## config.mk

```make
export PLATFORM = sky130hd
export DESIGN_NAME = nn_infer_ctrl
export DESIGN_NICKNAME = d
export VERILOG_FILES = /design/src/rtl/nn_infer_ctrl.sv
export SDC_FILE = /design/constraint.sdc
export NUM_CORES = 1
export LEC_CHECK = 0
export CORE_AREA = 4 4 145 147
export CTS_CLUSTER_SIZE = 16
export DETAILED_ROUTE_END_ITERATION = 8
export DIE_AREA = 0 0 149 151
export GPL_TIMING_DRIVEN = 0
export HOLD_SLACK_MARGIN = 0.03
export PLACE_DENSITY = 0.59
export SLEW_MARGIN = 5
export SYNTH_ARGS = -nofsm -noshare
export SYNTH_HDL_FRONTEND = slang
export SYNTH_SLANG_ARGS = --single-unit
```

## constraint.sdc

```tcl
create_clock -name clk -period 3.08 [get_ports clk]
set_input_delay 0.616 -clock clk [delete_from_list [all_inputs] [get_ports clk]]
set_output_delay 0.616 -clock clk [all_outputs]
set_load 0.1 [all_outputs]
```

## src/rtl/nn_infer_ctrl.sv

```systemverilog
// nn_infer_ctrl: binary-image nearest-class scorer.
//
// Loads a 64-pixel binary image as eight packed bytes, then for each class
// streams the 64 class weights from an external ROM, accumulates the weights
// of the set pixels and keeps the best-scoring class. The winning class index
// is presented on digit_bcd once all classes are scored.
//
// Parameters
//   N_CLASSES   number of classes scored (ROM holds 64 weights per class)
//   ACC_W       signed accumulator width (>= 8)
//
// Ports
//   clk          rising-edge clock
//   rst_n        asynchronous active-low reset
//   clear        synchronous soft abort back to IDLE (wins over pix_valid)
//   pix_data     8 packed pixels, bit j of byte i is pixel 8*i+j
//   pix_valid    pix_data is valid
//   pix_ready    byte accepted on an edge where pix_valid && pix_ready
//   w_addr       weight ROM address (class*64 + pixel)
//   w_rd         weight ROM read strobe
//   w_data       signed weight, valid the cycle after its w_rd
//   busy         high while scoring
//   digit_bcd    winning class index
//   digit_valid  digit_bcd holds a completed result
//
// Configuration
//   NNCTRL_ACC_SAT_EN  when defined each accumulation saturates to the signed
//                      ACC_W range; otherwise the accumulator wraps.

module nn_infer_ctrl #(
  parameter int unsigned N_CLASSES = 10,
  parameter int unsigned ACC_W     = 16
) (
  input  logic       clk,
  input  logic       rst_n,
  input  logic       clear,
  input  logic [7:0] pix_data,
  input  logic       pix_valid,
  output logic       pix_ready,
  output logic [9:0] w_addr,
  output logic       w_rd,
  input  logic [7:0] w_data,
  output logic       busy,
  output logic [3:0] digit_bcd,
  output logic       digit_valid
);

  localparam int unsigned CLS_W  = (N_CLASSES > 1) ? $clog2(N_CLASSES) : 1;
  localparam int unsigned STEP_W = 7;
  localparam int unsigned ADDR_W = 10;
  localparam int unsigned CNT_W  = 3;

  // Per-class step schedule: 0..63 issue reads, 64 drain, 65 marks compare.
  // 66 is a parking step after the last class while its compare completes.
  localparam logic [STEP_W-1:0] STEP_LAST_RD = STEP_W'(63);
  localparam logic [STEP_W-1:0] STEP_DRAIN   = STEP_W'(64);
  localparam logic [STEP_W-1:0] STEP_CMP     = STEP_W'(65);
  localparam logic [STEP_W-1:0] STEP_PARK    = STEP_W'(66);
  localparam logic [CLS_W-1:0]  CLS_LAST     = CLS_W'(N_CLASSES - 1);

  typedef enum logic [1:0] {
    S_IDLE = 2'd0,
    S_LOAD = 2'd1,
    S_RUN  = 2'd2,
    S_DONE = 2'd3
  } state_e;

  state_e                   state_q, state_d;
  logic [CNT_W-1:0]         cnt_q, cnt_d;
  logic [63:0]              pix_q, pix_d;
  logic [STEP_W-1:0]        step_q, step_d;
  logic [CLS_W-1:0]         cls_q, cls_d;
  logic                     w_rd_q, w_rd_d;
  logic [ADDR_W-1:0]        w_addr_q, w_addr_d;
  logic                     rdpix_q, rdpix_d;
  logic                     dv_q, dv_d;
  logic                     dpix_q, dpix_d;
  logic                     mark_q, mark_d;
  logic [CLS_W-1:0]         mark_cls_q, mark_cls_d;
  logic                     mark_last_q, mark_last_d;
  logic signed [ACC_W-1:0]  acc_q, acc_d;
  logic signed [ACC_W-1:0]  best_q, best_d;
  logic [CLS_W-1:0]         best_idx_q, best_idx_d;
  logic [3:0]               digit_bcd_q, digit_bcd_d;
  logic                     digit_valid_q, digit_valid_d;
  logic                     busy_q, busy_d;
  logic                     ready_en_q;

  logic                     accept_c;
  logic                     take_c;
  logic [CLS_W-1:0]         final_idx_c;

  // One accumulation step: sign-extended weight added with wrap or clamp.
  function automatic logic signed [ACC_W-1:0] acc_add(
    input logic signed [ACC_W-1:0] a,
    input logic [7:0]              w
  );
`ifdef NNCTRL_ACC_SAT_EN
    logic [ACC_W:0] s;
    s = {a[ACC_W-1], a} + {{(ACC_W-7){w[7]}}, w};
    if (s[ACC_W] != s[ACC_W-1]) begin
      return s[ACC_W] ? {1'b1, {(ACC_W-1){1'b0}}} : {1'b0, {(ACC_W-1){1'b1}}};
    end
    return s[ACC_W-1:0];
`else
    return a + {{(ACC_W-8){w[7]}}, w};
`endif
  endfunction

  // Ready is held low during reset and the first edge after it.
  assign pix_ready = ready_en_q && (state_q != S_RUN) && !clear;
  assign accept_c  = pix_valid && pix_ready;

  // Strictly-greater replacement keeps ties on the lowest class index.
  assign take_c      = mark_q && ((mark_cls_q == '0) || (acc_q > best_q));
  assign final_idx_c = take_c ? mark_cls_q : best_idx_q;

  assign w_addr      = w_addr_q;
  assign w_rd        = w_rd_q;
  assign busy        = busy_q;
  assign digit_bcd   = digit_bcd_q;
  assign digit_valid = digit_valid_q;

  // State register and datapath registers.
  always_ff @(posedge clk or negedge rst_n) begin
    if (!rst_n) begin
      state_q       <= S_IDLE;
      cnt_q         <= '0;
      pix_q         <= '0;
      step_q        <= '0;
      cls_q         <= '0;
      w_rd_q        <= 1'b0;
      w_addr_q      <= '0;
      rdpix_q       <= 1'b0;
      dv_q          <= 1'b0;
      dpix_q        <= 1'b0;
      mark_q        <= 1'b0;
      mark_cls_q    <= '0;
      mark_last_q   <= 1'b0;
      acc_q         <= '0;
      best_q        <= '0;
      best_idx_q    <= '0;
      digit_bcd_q   <= '0;
      digit_valid_q <= 1'b0;
      busy_q        <= 1'b0;
      ready_en_q    <= 1'b0;
    end else begin
      state_q       <= state_d;
      cnt_q         <= cnt_d;
      pix_q         <= pix_d;
      step_q        <= step_d;
      cls_q         <= cls_d;
      w_rd_q        <= w_rd_d;
      w_addr_q      <= w_addr_d;
      rdpix_q       <= rdpix_d;
      dv_q          <= dv_d;
      dpix_q        <= dpix_d;
      mark_q        <= mark_d;
      mark_cls_q    <= mark_cls_d;
      mark_last_q   <= mark_last_d;
      acc_q         <= acc_d;
      best_q        <= best_d;
      best_idx_q    <= best_idx_d;
      digit_bcd_q   <= digit_bcd_d;
      digit_valid_q <= digit_valid_d;
      busy_q        <= busy_d;
      ready_en_q    <= 1'b1;
    end
  end

  // Next-state and datapath logic.
  always_comb begin
    state_d       = state_q;
    cnt_d         = cnt_q;
    pix_d         = pix_q;
    step_d        = step_q;
    cls_d         = cls_q;
    w_rd_d        = 1'b0;
    w_addr_d      = w_addr_q;
    rdpix_d       = 1'b0;
    dv_d          = w_rd_q;
    dpix_d        = rdpix_q;
    mark_d        = 1'b0;
    mark_cls_d    = mark_cls_q;
    mark_last_d   = mark_last_q;
    acc_d         = acc_q;
    best_d        = best_q;
    best_idx_d    = best_idx_q;
    digit_bcd_d   = digit_bcd_q;
    digit_valid_d = digit_valid_q;
    busy_d        = 1'b0;

    // Weight returned this cycle belongs to the read issued two cycles ago.
    if (dv_q && dpix_q) begin
      acc_d = acc_add(acc_q, w_data);
    end

    // Compare cycle: fold the finished class into best, restart acc.
    if (mark_q) begin
      acc_d = '0;
      if (take_c) begin
        best_d     = acc_q;
        best_idx_d = mark_cls_q;
      end
    end

    unique case (state_q)
      S_IDLE, S_LOAD, S_DONE: begin
        if (accept_c) begin
          pix_d[{cnt_q, 3'b000} +: 8] = pix_data;
          cnt_d         = cnt_q + CNT_W'(1);
          digit_valid_d = 1'b0;
          if (cnt_q == CNT_W'(7)) begin
            state_d = S_RUN;
            step_d  = '0;
            cls_d   = '0;
            acc_d   = '0;
          end else begin
            state_d = S_LOAD;
          end
        end
      end

      S_RUN: begin
        busy_d = 1'b1;
        if (step_q <= STEP_LAST_RD) begin
          w_rd_d   = 1'b1;
          w_addr_d = ADDR_W'({cls_q, step_q[5:0]});
          rdpix_d  = pix_q[step_q[5:0]];
          step_d   = step_q + STEP_W'(1);
        end else if (step_q == STEP_DRAIN) begin
          step_d = STEP_CMP;
        end else if (step_q == STEP_CMP) begin
          mark_d      = 1'b1;
          mark_cls_d  = cls_q;
          mark_last_d = (cls_q == CLS_LAST);
          if (cls_q == CLS_LAST) begin
            step_d = STEP_PARK;
          end else begin
            step_d = '0;
            cls_d  = cls_q + CLS_W'(1);
          end
        end

        // Last class compared: publish the result as DONE is entered.
        if (mark_q && mark_last_q) begin
          state_d       = S_DONE;
          busy_d        = 1'b0;
          digit_valid_d = 1'b1;
          digit_bcd_d   = 4'(final_idx_c);
        end
      end

      default: state_d = S_IDLE;
    endcase

    // Soft abort discards the image and scoring; digit_bcd is kept.
    if (clear) begin
      state_d       = S_IDLE;
      cnt_d         = '0;
      step_d        = '0;
      cls_d         = '0;
      w_rd_d        = 1'b0;
      rdpix_d       = 1'b0;
      dv_d          = 1'b0;
      dpix_d        = 1'b0;
      mark_d        = 1'b0;
      mark_last_d   = 1'b0;
      acc_d         = '0;
      best_d        = '0;
      best_idx_d    = '0;
      digit_valid_d = 1'b0;
      busy_d        = 1'b0;
    end
  end

endmodule

```

==> flow_summary.toml <==
[run_status]
status = "finished, final reports clean"

[timing]
final.setup.tns_ns = 0
hold_viol = 0
rsz0062_at_grt = "no"
finalSetupViolCount = 0
drv_slew = 0
clock_skew_ns = 0.0107
period_share = 0.937
fmax_mhz = 346
slew_headroom = 0.341
post-route-min-period_ns = 2.89
tightest_slew_ns = 0.985

[logic_synthesis]
netlist_area_um2 = 7770
syn_area_per_cell_um2 = 11.5
ys_ff_latch = 143
synthCells = 677
yosys.area_share.simple = 0.124
synth_seq_area_share = 0.461
synth_top_area_frac = 0.461
synth_warnings = 0
synthDistinctLibCells = 66
ys_async_sr_fraction = 1.00
synth_edf_count = 0
yosys_most_used_dff = "dfrtp_1"
synth_nets = 738
synth.area.mux_share = 0.183
yosysTopAreaCell = "dfrtp_1"
synthXorXnorAreaFrac = 0.00902
synth_top_family_by_area = "multiplexers"
synth_compound_area_frac = 0.121
synthAdderAreaFrac = 0.0670
ys_top_cells_by_area = "dfrtp_1 46%, mux2_2 10%, ha_1 6.4%"

[power]
power_leakage_nw = 3.98
cellPowerDensity_nw_per_um2 = 482
power.total_mw = 4.37
ir_drop_mv = 0.383

[cells_and_area]
antenna_cells = 0
multi_input_area_um2 = 3920
drive_gt1_frac = 0.211
ff_latch_area_um2 = 3580
final_core_util = 0.456
nFillCells = 1853
syn2layout_area_growth_pct = 16.8
nNetsFinal = 792

[cts]
cts_buffer_depth = 2
htreeDepth = 4
cts.sinks = 143
worstSkewPairLatency_ns = 0.42
cts_tree = "done"
postCtsSetupBuffers = 0
cts_root_buf = "clkbuf_16"
numCtsBuffers = 17
holdBufCountCts = 0
clk_pin_slew_ns = 0.06

[floorplanning]
ioPinCount = 38
die_area_um2 = 22500
die_w_um = 149
die_h_um = 151
core_um2 = 19900
rows = 52
initial_core_util = 0.390

[routing]
wl_per_cell_um = 17.9
drt_wl_total_mm = 18.1
drt_iter0_markers = 319
post_drt_via_cell_ratio = 5.56
antenna_left = 0
drtPass1Iterations = 5
drc = 0
vias = 5632

[worst_setup_path]
crit_buf_inv = 2
crit_path_end_kind = "output port"
crit_path_top_delay_cell = "dlygate4sd2_1"
slowest_delay_ns = 0.88
critPathLaunchType = "register"
cp.required_ns = 2.46
rr_endpoint = "digit_bcd[3]$_DFFE_PN0P_"
critPathKind = "register to output port"
critPathTopFamily = "buffers and inverters"
reg2reg_from = "acc_q[15]$_DFF_PN0_"
ff2ff_setup_slack_ns = 0.20
crit_fanout = 10
cp.arrival_ns = 2.27
ff2ff_path_depth = 8
cp_cell_sequence = "nand2b_2 -> buf_2 -> nand2_1 -> nor2_1 -> dlygate4sd2_1"

[global_routing]
grt_pass1_wl_mm = 30.0
antenna_found_initial = 0
grt_overflow_total = 0
grt_pass1_vias = 5722
grt_max_degree = 88
track_usage = 0.168

[placed_design]
hpwlAfterDp_mm = 13.2
place_congestion = 0.832
portBuffers = 36

[hold_path]
min_path_type = "input pin to async pin"

[job]
maxCapViolCount = 0
==> metrics by stage <==
step                hold WS [ns]  instances  cell area [um^2]  setup WS, ns
global placement           0.484        983              8470         -4.15
detailed placement         0.491        984              8500        -0.206
floorplan                  0.320        677              7770         0.184
global route               0.198       1013              9080        0.0255
CTS                        0.168       1015              9080        0.0176
finish                     0.153       1013              9080         0.194
==> timing repair <==
action                                  CTS  global route
pin swaps                                 0             0
resized for setup                         2             1
endpoints found under the setup margin   10             8
gates cloned                              0             0
==> placed cells by master (no fill, tap or decap), drive strengths merged, types with 6 or more instances in the layout <==
master | synthesis | routed
ha | 40 | 40
and2 | 6 | 6
o21ai | 16 | 16
inv | 25 | 29
clkdlybuf4s50 | 0 | 34
nor3 | 6 | 6
nand3 | 17 | 17
a211oi | 6 | 6
nor2b | 7 | 7
nand2 | 41 | 41
mux4 | 20 | 20
and3 | 9 | 9
nor4 | 6 | 6
buf | 16 | 16
nand4 | 28 | 28
a31oi | 7 | 7
mux2i | 6 | 6
dfrtp | 143 | 143
mux2 | 78 | 78
clkbuf | 22 | 42
a21oi | 51 | 51
o31ai | 25 | 25
nor2 | 29 | 29
==> area by class of cell <==
class | instances | share of cell area
buffer | 36 | 0.0189
clock buffer | 20 | 0.0503
clock inverter | 11 | 0.0145
inverter | 25 | 0.0103
multi-input combinational | 471 | 0.432
sequential | 143 | 0.394
tap | 270 | 0.0372
timing repair buffer | 37 | 0.0427
==> metal layers <==
layer,GRT usage,wire (um),vias to the layer above
li1,-,-,2646
met1,0.220,8030,2844
met2,0.283,9180,117
met3,0.0281,546,25
met4,0.0586,391,0
met5,0,0,-
==> state kept, by name, summed over array words and instances (netlist names), 3 cells and up <==
signal / count
cls_q: 4
pix_q: 64
digit_bcd: 4
best_idx_q: 4
cnt_q: 3
mark_cls_q: 4
step_q: 7
best_q: 16
acc_q: 16
w_addr: 10
==> power breakdown <==
group | internal [mW] | leakage [nW] | switching, mW
clock network | 1.24 | 0.285 | 0.813
registers | 1.96 | 1.98 | 0.0398
logic | 0.161 | 1.72 | 0.160
total | 3.36 | 3.98 | 1.01
==> logic make-up after synthesis <==
| logic type | after synthesis |
|---|---|
| simple gates | 176 |
| compound gates | 141 |
| other cells | 1 |
| mux | 104 |
| xor+xnor | 8 |
| fa+ha+maj | 41 |
| flops | 143 |
| buf+inv | 63 |
==> worst reg2reg max path: stages (launching register included) <==
cell and delay, ns:
dfrtp_1 0.43, ha_1 0.39, nand4_1 0.22, or4_1 0.59, a21o_1 0.21, and4_1 0.21
buf_2 0.18, o31ai_1 0.34, a31oi_1 0.14
==> synthesized netlist by cell type, types with 4 or more instances <==
cell and count:
mux2_4 8, a21oi_1 51, a211oi_1 6, a31oi_1 7, nor4_1 6, buf_2 12, nand3_1 16, nand2_1 41
nor3_1 5, dfrtp_1 143, or4_1 4, clkbuf_1 22, mux2_2 70, and2_1 6, nand4_1 28, and3_1 9
or3_1 5, o21a_1 4, nor2b_1 7, mux2i_1 6, o21ai_0 16, ha_1 40, o31ai_1 25, mux4_2 20
nor2_1 28, a21o_1 4, xnor2_1 5, inv_1 25
==> worst max-delay path by stage <==
stage,endpoint,startpoint,slack (ns),cells past startpoint
3_3_place_gp,acc_q[3]$_DFF_PN0_,rst_n,-4.15,1
5_1_grt,digit_bcd[3]$_DFFE_PN0P_,acc_q[15]$_DFF_PN0_,0.03,8
3_5_place_dp,acc_q[13]$_DFF_PN0_,w_data[7],-0.21,8
6_report,pix_ready,state_q[1]$_DFFE_PN0P_,0.19,5
2_1_floorplan,pix_ready,clear,0.18,3
4_1_cts,cls_q[2]$_DFFE_PN0P_,step_q[1]$_DFFE_PN0P_,0.02,9
Power figures use the tool's default switching activity.
